## config.mk

```make
export PLATFORM = sky130hd
export DESIGN_NAME = display_scan_ctrl_flat
export DESIGN_NICKNAME = d
export VERILOG_FILES = /design/src/rtl/display_scan_ctrl_if.sv /design/src/rtl/display_scan_ctrl.sv /design/src/flat_wrapper.sv
export SDC_FILE = /design/constraint.sdc
export NUM_CORES = 1
export LEC_CHECK = 0
export CAP_MARGIN = 5
export CORE_MARGIN = 2
export CORE_UTILIZATION = 30
export DETAILED_ROUTE_END_ITERATION = 10
export GPL_ROUTABILITY_DRIVEN = 0
export GPL_TIMING_DRIVEN = 0
export PLACE_DENSITY = 0.52
export SLEW_MARGIN = 30
export SYNTH_ARGS = -nofsm -noshare
export SYNTH_HDL_FRONTEND = slang
export SYNTH_SLANG_ARGS = --single-unit
```

## constraint.sdc

```tcl
create_clock -name clk -period 2.3 [get_ports clk]
set_clock_uncertainty 0.05 [all_clocks]
set_input_delay 0.345 -clock clk [delete_from_list [all_inputs] [get_ports clk]]
set_output_delay 0.345 -clock clk [all_outputs]
set_load 0.02 [all_outputs]
```

## src/rtl/display_scan_ctrl_if.sv

```systemverilog
// Write port of the display scan controller: valid/ready handshake carrying the
// 32-bit value shown on the eight seven-segment digits.
interface display_scan_ctrl_if;
    logic        wr_valid;
    logic [31:0] wr_data;
    logic        wr_ready;

    modport master (output wr_valid, output wr_data, input wr_ready);
    modport slave  (input wr_valid, input wr_data, output wr_ready);
endinterface

```

## src/rtl/display_scan_ctrl.sv

```systemverilog
// Time-multiplexed scan controller for the 8-digit seven-segment display.
// Optional macro LEADING_ZERO_BLANK_EN blanks leading zero digits (digit 0 always lit).
module display_scan_ctrl #(
    parameter int SCAN_DIV   = 100000,
    parameter int NUM_DIGITS = 8
) (
    input  logic                      clk,
    input  logic                      rst_n,
    input  logic                      en,
    display_scan_ctrl_if.slave        wr,
    output logic [2:0]                num,
    output logic [31:0]               dig,
    output logic [7:0]                an,
    output logic                      frame_done
);

    localparam int PW = $clog2(SCAN_DIV);

    logic [PW-1:0] presc;
    logic          pend_valid;
    logic [31:0]   pend_data;
    logic          tick;
    logic          wrap;
    logic          accept;
    logic          commit;
    logic [2:0]    num_next;
    logic [7:0]    an_next;

`ifdef LEADING_ZERO_BLANK_EN
    // A digit above 0 stays dark when it and every higher scanned nibble are zero.
    function automatic logic [7:0] an_decode(input logic [2:0] idx, input logic [31:0] val);
        logic [7:0] r;
        logic       upper;
        r     = '1;
        upper = 1'b0;
        for (int k = 0; k < 8; k++) begin
            if (k < NUM_DIGITS && int'(idx) == k) r[k] = 1'b0;
        end
        for (int j = 0; j < 8; j++) begin
            if (j < NUM_DIGITS && j >= int'(idx)) upper = upper | (|val[4*j +: 4]);
        end
        if (idx != 3'd0 && !upper) r = '1;
        return r;
    endfunction
`else
    function automatic logic [7:0] an_decode(input logic [2:0] idx);
        logic [7:0] r;
        r = '1;
        for (int k = 0; k < 8; k++) begin
            if (k < NUM_DIGITS && int'(idx) == k) r[k] = 1'b0;
        end
        return r;
    endfunction
`endif

    always_comb begin
        tick     = en && (presc == PW'(SCAN_DIV - 1));
        wrap     = tick && (num == 3'(NUM_DIGITS - 1));
        num_next = num;
        if (tick) num_next = wrap ? 3'd0 : num + 3'd1;
        accept   = wr.wr_valid && !pend_valid;
        commit   = pend_valid && (wrap || !en);
`ifdef LEADING_ZERO_BLANK_EN
        // Decode against the value that will be visible next cycle so a commit never flashes.
        an_next  = an_decode(num_next, commit ? pend_data : dig);
`else
        an_next  = an_decode(num_next);
`endif
    end

    assign wr.wr_ready = ~pend_valid;

    always_ff @(posedge clk or negedge rst_n) begin
        if (!rst_n) begin
            presc      <= '0;
            num        <= 3'd0;
            an         <= 8'hFF;
            frame_done <= 1'b0;
            dig        <= 32'h0;
            pend_valid <= 1'b0;
            pend_data  <= 32'h0;
        end else begin
            if (!en) begin
                presc      <= '0;
                num        <= 3'd0;
                an         <= 8'hFF;
                frame_done <= 1'b0;
            end else begin
                presc      <= tick ? '0 : presc + PW'(1);
                num        <= num_next;
                an         <= an_next;
                frame_done <= wrap;
            end
            // Commit and accept are exclusive: accept needs an empty buffer, commit a full one.
            if (commit) begin
                dig        <= pend_data;
                pend_valid <= 1'b0;
            end else if (accept) begin
                pend_data  <= wr.wr_data;
                pend_valid <= 1'b1;
            end
        end
    end

endmodule

```

## src/flat_wrapper.sv

```systemverilog
// flat-port wrapper written by rule: the top's interface ports become plain ports
module display_scan_ctrl_flat 
#(
    parameter int SCAN_DIV   = 100000,
    parameter int NUM_DIGITS = 8
)
  (clk, rst_n, en, num, dig, an, frame_done, wr_wr_valid, wr_wr_data, wr_wr_ready);
  display_scan_ctrl_if wr_i ();
  input  logic clk;
  input  logic rst_n;
  input  logic en;
  output logic [2:0] num;
  output logic [31:0] dig;
  output logic [7:0] an;
  output logic frame_done;
  input wire logic [$bits(wr_i.wr_valid)-1:0] wr_wr_valid;
  input wire logic [$bits(wr_i.wr_data)-1:0] wr_wr_data;
  output wire logic [$bits(wr_i.wr_ready)-1:0] wr_wr_ready;
  assign wr_i.wr_valid = wr_wr_valid;
  assign wr_i.wr_data = wr_wr_data;
  assign wr_wr_ready = wr_i.wr_ready;
  display_scan_ctrl #(.SCAN_DIV(SCAN_DIV), .NUM_DIGITS(NUM_DIGITS)) u_core (.clk(clk), .rst_n(rst_n), .en(en), .wr(wr_i), .num(num), .dig(dig), .an(an), .frame_done(frame_done));
endmodule
```

# == After elaboration in Yosys (flattened, before gate mapping) ==
# Index checks and enable logic that the tools add are counted.
# word_totals
inputBits,36
regBits,94
wordCells,47
out_inout_bits,45
# classes
n_mux,17
n_addsub,2
eq_ne,9
n_bitwise,2
n_reduce_logical,10
# ops
cell,n
two-way mux 17 bit,2
adder 17 x 1 -> 17 bit (second input constant),1
== test 17 bit (second input constant),1
== test 3 bit (second input constant),5
two-way mux 1 bit,11
two-way mux 3 bit,3
two-way mux 8 bit,1
== test 3 x 2 -> 1 bit (second input constant),2
logical AND 1 bit,4
adder 3 x 1 -> 3 bit (second input constant),1
== test 3 x 1 -> 1 bit (second input constant),1
zero test 3 bit,1
zero test 1 bit,2
inverter 1 bit,2
AND reduction 2 bit,1
nonzero test 2 bit,1
logical OR 1 bit,1

# == Logic depth before layout (Yosys ltp) ==
# Gate-level depths: netlist of run 1.
# depth
ltp_word,8
depth_mapped,6
depth_no_buf,6

# == Worst setup path before layout of run 1 ==
# Ideal clock, no wire load.
# synth_path
kind,register to register
start,register u_core.presc[0]
end,register u_core.dig[10]
synth_period_minus_slack_ns,1.948
required_ns,2.125
arrival_time_ns,1.773
n_path_buf,1
setup_time_ns,0.125
path_stages_with_launch,7
path_slack_ns,0.352
path_cell_list,dfrtp_1 > ha_1 > and4_1 > and4_4 > a31o_4 > buf_12 > mux2_4
# synth_via
elab_chain_cells,5
# synth_rtl
item,line_no,text
from (decl),display_scan_ctrl.sv:19,logic [PW-1:0] presc;
from (signal assigned),display_scan_ctrl.sv:89,presc <= tick ? '0 : presc + PW'(1);
== test 17 bit,display_scan_ctrl.sv:57,tick = en && (presc == PW'(SCAN_DIV - 1));
logical AND 1 bit,display_scan_ctrl.sv:57,
logical AND 1 bit,display_scan_ctrl.sv:58,wrap = tick && (num == 3'(NUM_DIGITS - 1));
logical OR 1 bit,display_scan_ctrl.sv:62,commit = pend_valid && (wrap || !en);
logical AND 1 bit,display_scan_ctrl.sv:62,
to (signal assigned),display_scan_ctrl.sv:96,dig <= pend_data;
to (decl),display_scan_ctrl.sv:12,"output logic [31:0] dig,"
# Every way passes these cells.
# A chain may end at the register's enable or synchronous reset.

# == Worst setup path after layout of run 1 ==
# layout_path
start,register u_core.presc[0]
end,register u_core.dig[22]
# Same word-level chain as after synthesis.

==> results of run 1 <==
-- cells by family (layout without fill, tap and decap cells) --
| group | Yosys count | after routing |
|---|---|---|
| flops | 94 | 94 |
| simple gates | 84 | 84 |
| mux | 64 | 64 |
| compound gates | 16 | 16 |
| buf+inv | 16 | 114 |
| xor+xnor | 14 | 14 |
| fa+ha+maj | 3 | 3 |
-- power by group --
part,internal (mW),switching [mW]
Clock,0.840,0.619
Sequential,2.03,0.210
Combinational,0.920,0.622
-- worst max-delay path: cells and delay by family, from the launching register on --
kind	cells	cell delay, ns
AND/OR/NAND/NOR	2	0.58
AO/OA/AOI/OAI	1	0.24
adder cells (fa/ha/maj)	1	0.25
flip-flops	1	0.41
multiplexers	1	0.30
buffers and inverters	1	0.17
-- cell usage in the layout (no fill, tap or decap), drive strengths merged, types with 9 or more instances in the layout --
| cell | count |
|---|---|
| clkbuf | 18 |
| clkdlybuf4s50 | 79 |
| dfrtp | 86 |
| mux2 | 64 |
| nand2 | 15 |
| nor2 | 17 |
| o21ai | 9 |
| xnor2 | 10 |
-- state kept, by name, indices dropped and copies added, names as in the netlist --
signal	count
u_core.pend_data	32
u_core.dig	32
u_core.presc	17
u_core.pend_valid	1
u_core.an	8
u_core.frame_done	1
u_core.num	3
-- layer usage --
| layer | vias up | wire [um] |
|---|---|---|
| met5 | - | 0 |
| met4 | 0 | 142 |
| met3 | 12 | 440 |
| met2 | 68 | 3805 |
| met1 | 1326 | 4004 |
| li1 | 1223 | - |
-- stage by stage --
stage                     setup TNS (ns)  worst slack, ns  hold WS, ns  instance area, um^2
after floorplan                        0           0.3522   -0.0005911                 4073
after global placement           -245.72           -2.708       0.4202                 5094
after detailed placement         -0.5246         -0.03142       0.1753                 5122
after CTS                              0           0.1556       0.3699                 5424
after global routing                   0          0.07839       0.3927                 5424
final                                  0           0.1649       0.3717                 5424
-- cell type report --
class,count,area share [%]
buffer,14,1.938
clock buffer,10,4.221
clock inverter,6,1.153
inverter,2,0.1384
multi-input combinational,181,29.46
sequential,94,43.55
tap,176,4.060
timing repair buffer,82,15.48
-- how the worst min path moves through the flow --
| stage | to | slack [ns] | cells after the start |
|---|---|---|---|
| after floorplan | u_core.dig[0] | -0.0006 | 0 |
| after global placement | u_core.dig[0] | 0.42 | 1 |
| after detailed placement | u_core.dig[10] | 0.18 | 1 |
| after CTS | u_core.dig[10] | 0.37 | 2 |
| after global routing | u_core.dig[10] | 0.39 | 2 |
| final | u_core.dig[10] | 0.37 | 2 |
==> parameters.txt, run 1 <==
Parameter                              Value

Yosys
  Number of flops mapped to enable cells by yosys    0
  Share of synthesized area spent on multiplexers    20.46%
  Adder-cell share of the synthesized area    0.9217%
  XOR/XNOR share of the synthesized area    3.011%
  Area share of the largest cell type after synthesis    52.84%
  Cells after synthesis    291
  Dominant cell by count in the synthesized netlist    dfrtp_1
  Leading post-synthesis cells by cell area    dfrtp_1, mux2_4, mux2_2, dfstp_2, xnor2_1
  Compound-cell area share of the yosys netlist    2.611%
  Post-synth top area cell    dfrtp_1
  Sequential share of the synthesized area    58.00%
  Cell area after synthesis    4073 um^2
  Synth Warn #    0
  Unique masters post-synth    40
  Number of flip-flops and latches in the synthesized netlist    94
  Async set or reset register ratio after synthesis    100.0%
  Dominant combinational cell family by area after synthesis    multiplexers
  Number of nets produced by synthesis    330
  Top post-synthesis cells by count    dfrtp_1, mux2_2, mux2_4, nor2_1, nand2_1
  Prevailing post-synth register cell    dfrtp_1
  Synth Area in Simple Gates    12.23%
  Avg Cell Area, Syn    14.00 um^2

CTS
  Maximum level of the CTS H-tree    3
  Setup repair bufs after CTS    0
  Number of buffers inserted for hold repair after clock tree synthesis    1
  Number of buffers created by CTS    9
  Insertion delay of the later-clocked pin in the worst-skew pair    0.34 ns
  Root Buffer    clkbuf_16
  Clock slew seen by the registers of the worst setup and hold paths    0.06 ns
  Number of gates given a new drive strength after cts    0
  Clock tree sinks    94
  Deepest clock path buffer count    2
  TritonCTS clock tree    built

STA
  Unrepaired setup endpoints after global routing    no
  Tightest slew margin relative to the limit    58.69%
  Achievable Freq    0.4684 GHz
  Final count of negative-setup-slack endpoints    0
  Final Hold Violating Endpoints    0
  Final period utilization    92.83%
  Post-layout min period    2.135 ns
  Transition time at the pin with the least slew margin    0.6197 ns
  Count of final max-slew check failures    0

Route
  Ratio of routed vias to standard cells    4.653
  Via count    2,629
  Number of iterations in the first detailed-routing pass    4
  Antenna violation net count after detailed routing    0
  Final routed wire length divided by cell count    14.85 um
  Detailed Route Iter0 Violations    149
  Total Routed Length    8393 um
  DR DRC count    0

Run status
  Outcome    complete, no violations

Worst setup path
  Worst setup path end    u_core.dig[22]
  Critical path fanouts, max    10
  Endpoint required time on the critical path    2.47 ns
  Reg2reg path depth    6
  Critical R2R Launch    u_core.presc[0]
  Capturing element type of the critical path    flop
  Crit path launch type    flop
  Capturing point of the worst reg2reg path    u_core.dig[22]
  Arrival time reported for the critical path endpoint    2.31 ns
  Minimum setup slack among reg-to-reg paths    0.16 ns
  Beginning of the critical path    u_core.presc[0]
  CP Cell Sequence    ha_1, and4_1, and4_4, a31o_4, buf_12, mux2_4
  Delay of the slowest cell on the worst path    0.41 ns
  CP Class    flop to flop
  Cell with the largest stage delay on the worst path    dfrtp_1

Global route
  Layer with the highest usage    met2
  Maximum number of pins on one net before global-route repair    70
  Overflow left after global routing    0
  Total routing usage reported by global routing    12.62%
  GR Util met3    3.726%
  Met1 capacity usage during global routing    17.18%
  First-pass GRT wire length    14,230 um
  Global routing usage on met2    18.86%
  Vias in the first global route    2,781
  Initial antenna violation count    0

Placed design
  Port Buffers    80
  Half-perimeter wire length of the detailed placement result    5828 um
  Inst Count DP    548

Floorplanning
  Number of placed I/O pins    81
  Die H    120.5 um
  Initial cell density of the core    30.75%
  Placeable Area    13,240 um^2
  Die Wd    120.5 um
  Total Die Area    14,520 um^2
  Row count    42

Finish
  Diodes inserted    0
  Share of post-route cells with drive strength above 1    25.19%
  Final #Nets    423
  Multi-input combinational cell area    1598 um^2
  Finished Layout Cells    565
  Layout-stage area growth over the synthesis result    33.18%
  Share of the core filled with cells    40.96%
  Sequential cell area in the final layout    2362 um^2
  Number of fill cells in the layout    1,270

Pwr
  Total chip power    5.245 mW
  VDD IR-drop max    0.0002971 V
  Total power divided by cell area    966.9 nW/um^2
  Static Leak    2.227 nW

Min path
  Path category of the worst min-delay check    primary input to async pin

Flow run
  Maximum Capacitance Violations    0
No activity file was read; power rests on OpenSTA's default activity.
==> run 2: changes to the inputs <==
--- a/config.mk
+++ b/config.mk
@@ -14,2 +14,3 @@
 export PLACE_DENSITY = 0.52
+export RECOVER_POWER = 100
 export SLEW_MARGIN = 30
@@ -18 +19,2 @@
 export SYNTH_SLANG_ARGS = --single-unit
+export TNS_END_PERCENT = 20
==> constraint.sdc (replaced) <==
create_clock -name clk -period 2.3 [get_ports clk]
set_clock_uncertainty 0.05 [all_clocks]
set_input_delay 0.46 -clock clk [delete_from_list [all_inputs] [get_ports clk]]
set_output_delay 0.46 -clock clk [all_outputs]
set_load 0.02 [all_outputs]
==> parameters.txt, run 2 (same netlist as run 1, synthesis figures left out) <==
Parameter                              Value

CTS
  Insertion delay of the later-clocked pin in the worst-skew pair    0.34 ns
  Number of buffers created by CTS    9
  Number of gates given a new drive strength after cts    0
  Maximum level of the CTS H-tree    3
  Setup repair bufs after CTS    0
  TritonCTS clock tree    built
  Root Buffer    clkbuf_16
  Number of buffers inserted for hold repair after clock tree synthesis    1
  Clock tree sinks    94
  Deepest clock path buffer count    2
  Clock slew seen by the registers of the worst setup and hold paths    0.07 ns

Min path
  Hold Path Cell Cnt    1
  Endpoint with the worst hold slack    u_core.dig[31]
  Path category of the worst min-delay check    flop to flop
  Hold path startpoint    u_core.dig[31]

Worst setup path
  Reg2reg path depth    6
  CP Class    flop to flop
  Arrival time reported for the critical path endpoint    2.34 ns
  Critical R2R Launch    u_core.presc[0]
  Endpoint required time on the critical path    2.48 ns
  Crit path launch type    flop
  Minimum setup slack among reg-to-reg paths    0.14 ns
  Capturing point of the worst reg2reg path    u_core.dig[22]
  Capturing element type of the critical path    flop
  Critical path fanouts, max    10

Floorplanning
  Die H    120.5 um
  Placeable Area    13,240 um^2
  Total Die Area    14,520 um^2
  Die Wd    120.5 um
  Number of placed I/O pins    81
  Initial cell density of the core    30.75%
  Row count    42

Route
  Via count    2,628
  Total Routed Length    8377 um
  Detailed Route Iter0 Violations    125
  Number of iterations in the first detailed-routing pass    4
  Antenna violation net count after detailed routing    0
  DR DRC count    0
  Ratio of routed vias to standard cells    4.651
  Final routed wire length divided by cell count    14.83 um

Pwr
  Relative contribution of combinational cells to total power    28.2%
  VDD IR-drop max    0.0002940 V
  Pint    3.697 mW
  Fraction of power spent switching nets    28.00%
  Sequential group share of total power    43.4%
  Total power divided by cell area    950.6 nW/um^2
  Portion of total power attributed to the clock network    28.4%
  Static Leak    2.223 nW
  Sw Pwr    1.438 mW

Finish
  Most frequent standard cell in the layout excluding fill and tap cells    dfrtp_1
  Finished Layout Cells    565
  Share of post-route cells with drive strength above 1    24.94%
  Layout-stage area growth over the synthesis result    32.63%
  Top library cells by usage in the layout, fill and taps aside    dfrtp_1, dlygate4sd3_1, clkdlybuf4s50_1, mux2_2, mux2_4
  Largest registers    u_core.dig x32, u_core.pend_data x32, u_core.presc x17
  Share of the core filled with cells    40.79%
  Number of fill cells in the layout    1,272
  Diodes inserted    0
  Final #Nets    423

STA
  Worst-case hold slack    0.4290 ns
  Final period utilization    94.11%
  Transition time at the pin with the least slew margin    0.9354 ns
  Final Hold Violating Endpoints    0
  Count of final max-slew check failures    0
  Final count of negative-setup-slack endpoints    0
  Tightest slew margin relative to the limit    37.64%
  Post-layout min period    2.164 ns
  Unrepaired setup endpoints after global routing    no
  Achievable Freq    0.4620 GHz
  TNS Setup    0 ns
  PnR worst setup slack    0.1355 ns

Placed design
  Inst Count DP    548
  Port Buffers    80
  Post-placement worst setup slack    -0.1464 ns
  Half-perimeter wire length of the detailed placement result    5828 um

Global route
  Overflow left after global routing    0
  Total routing usage reported by global routing    12.62%
  Maximum number of pins on one net before global-route repair    70
  Vias in the first global route    2,781
  First-pass GRT wire length    14,230 um
  Initial antenna violation count    0

Run status
  Outcome    complete, no violations

Flow run
  Maximum Capacitance Violations    0
-- run 2: worst max-delay path by stage --
stage                         start  cells past startpoint                  end  slack (ns)
finish              u_core.presc[0]                      6       u_core.dig[22]        0.14
global route        u_core.presc[0]                      6       u_core.dig[21]        0.04
CTS                 u_core.presc[0]                      6       u_core.dig[22]        0.16
detailed placement      wr_wr_valid                      5  u_core.pend_data[2]       -0.15
global placement              rst_n                      1        u_core.num[2]       -2.82
floorplan           u_core.presc[0]                      6       u_core.dig[10]        0.35
-- run 2: final cells by class --
| cell class | instances | area (um^2) | share of cell area (%) |
|---|---|---|---|
| repair buffers | 82 | 819.5 | 15.17 |
| clock inverters | 6 | 62.56 | 1.158 |
| inverters | 2 | 7.507 | 0.1390 |
| flip-flops and latches | 94 | 2362 | 43.73 |
| well taps | 176 | 220.2 | 4.077 |
| multi-input cells | 181 | 1595 | 29.53 |
| plain buffers | 14 | 105.1 | 1.946 |
| clock buffers | 10 | 229.0 | 4.239 |
-- run 2: routing by layer --
metal  part of all wire, %  GRT usage (%)  up-vias
met5                     0              0        -
met4                   1.7          5.015        0
met3                   4.9          3.726       11
met2                    45          18.86       71
met1                    48          17.18     1320
li1                      -              -     1226
-- run 2: worst max-delay path, stage by stage, from the launching register on --
cell	delay (ns)
dfrtp_1	0.41
ha_1	0.25
and4_1	0.30
and4_1	0.30
a31o_4	0.26
buf_12	0.17
mux2_4	0.30
-- run 2: power by group through the flow --
stage | Combinational (mW) | Clock [mW] | Sequential [mW]
2_1_floorplan | 0.567 | 0 | 2.54
3_3_place_gp | 1.55 | 0 | 2.26
3_5_place_dp | 1.56 | 0 | 2.27
4_1_cts | 1.57 | 1.52 | 2.25
5_1_grt | 1.54 | 1.59 | 2.29
6_report | 1.45 | 1.46 | 2.23
-- run 2: metrics by stage --
stage,power (mW),instance area [um^2]
floorplan,3.106,4073
global placement,3.806,5094
detailed placement,3.836,5122
CTS,5.336,5424
global route,5.420,5401
finish,5.135,5401
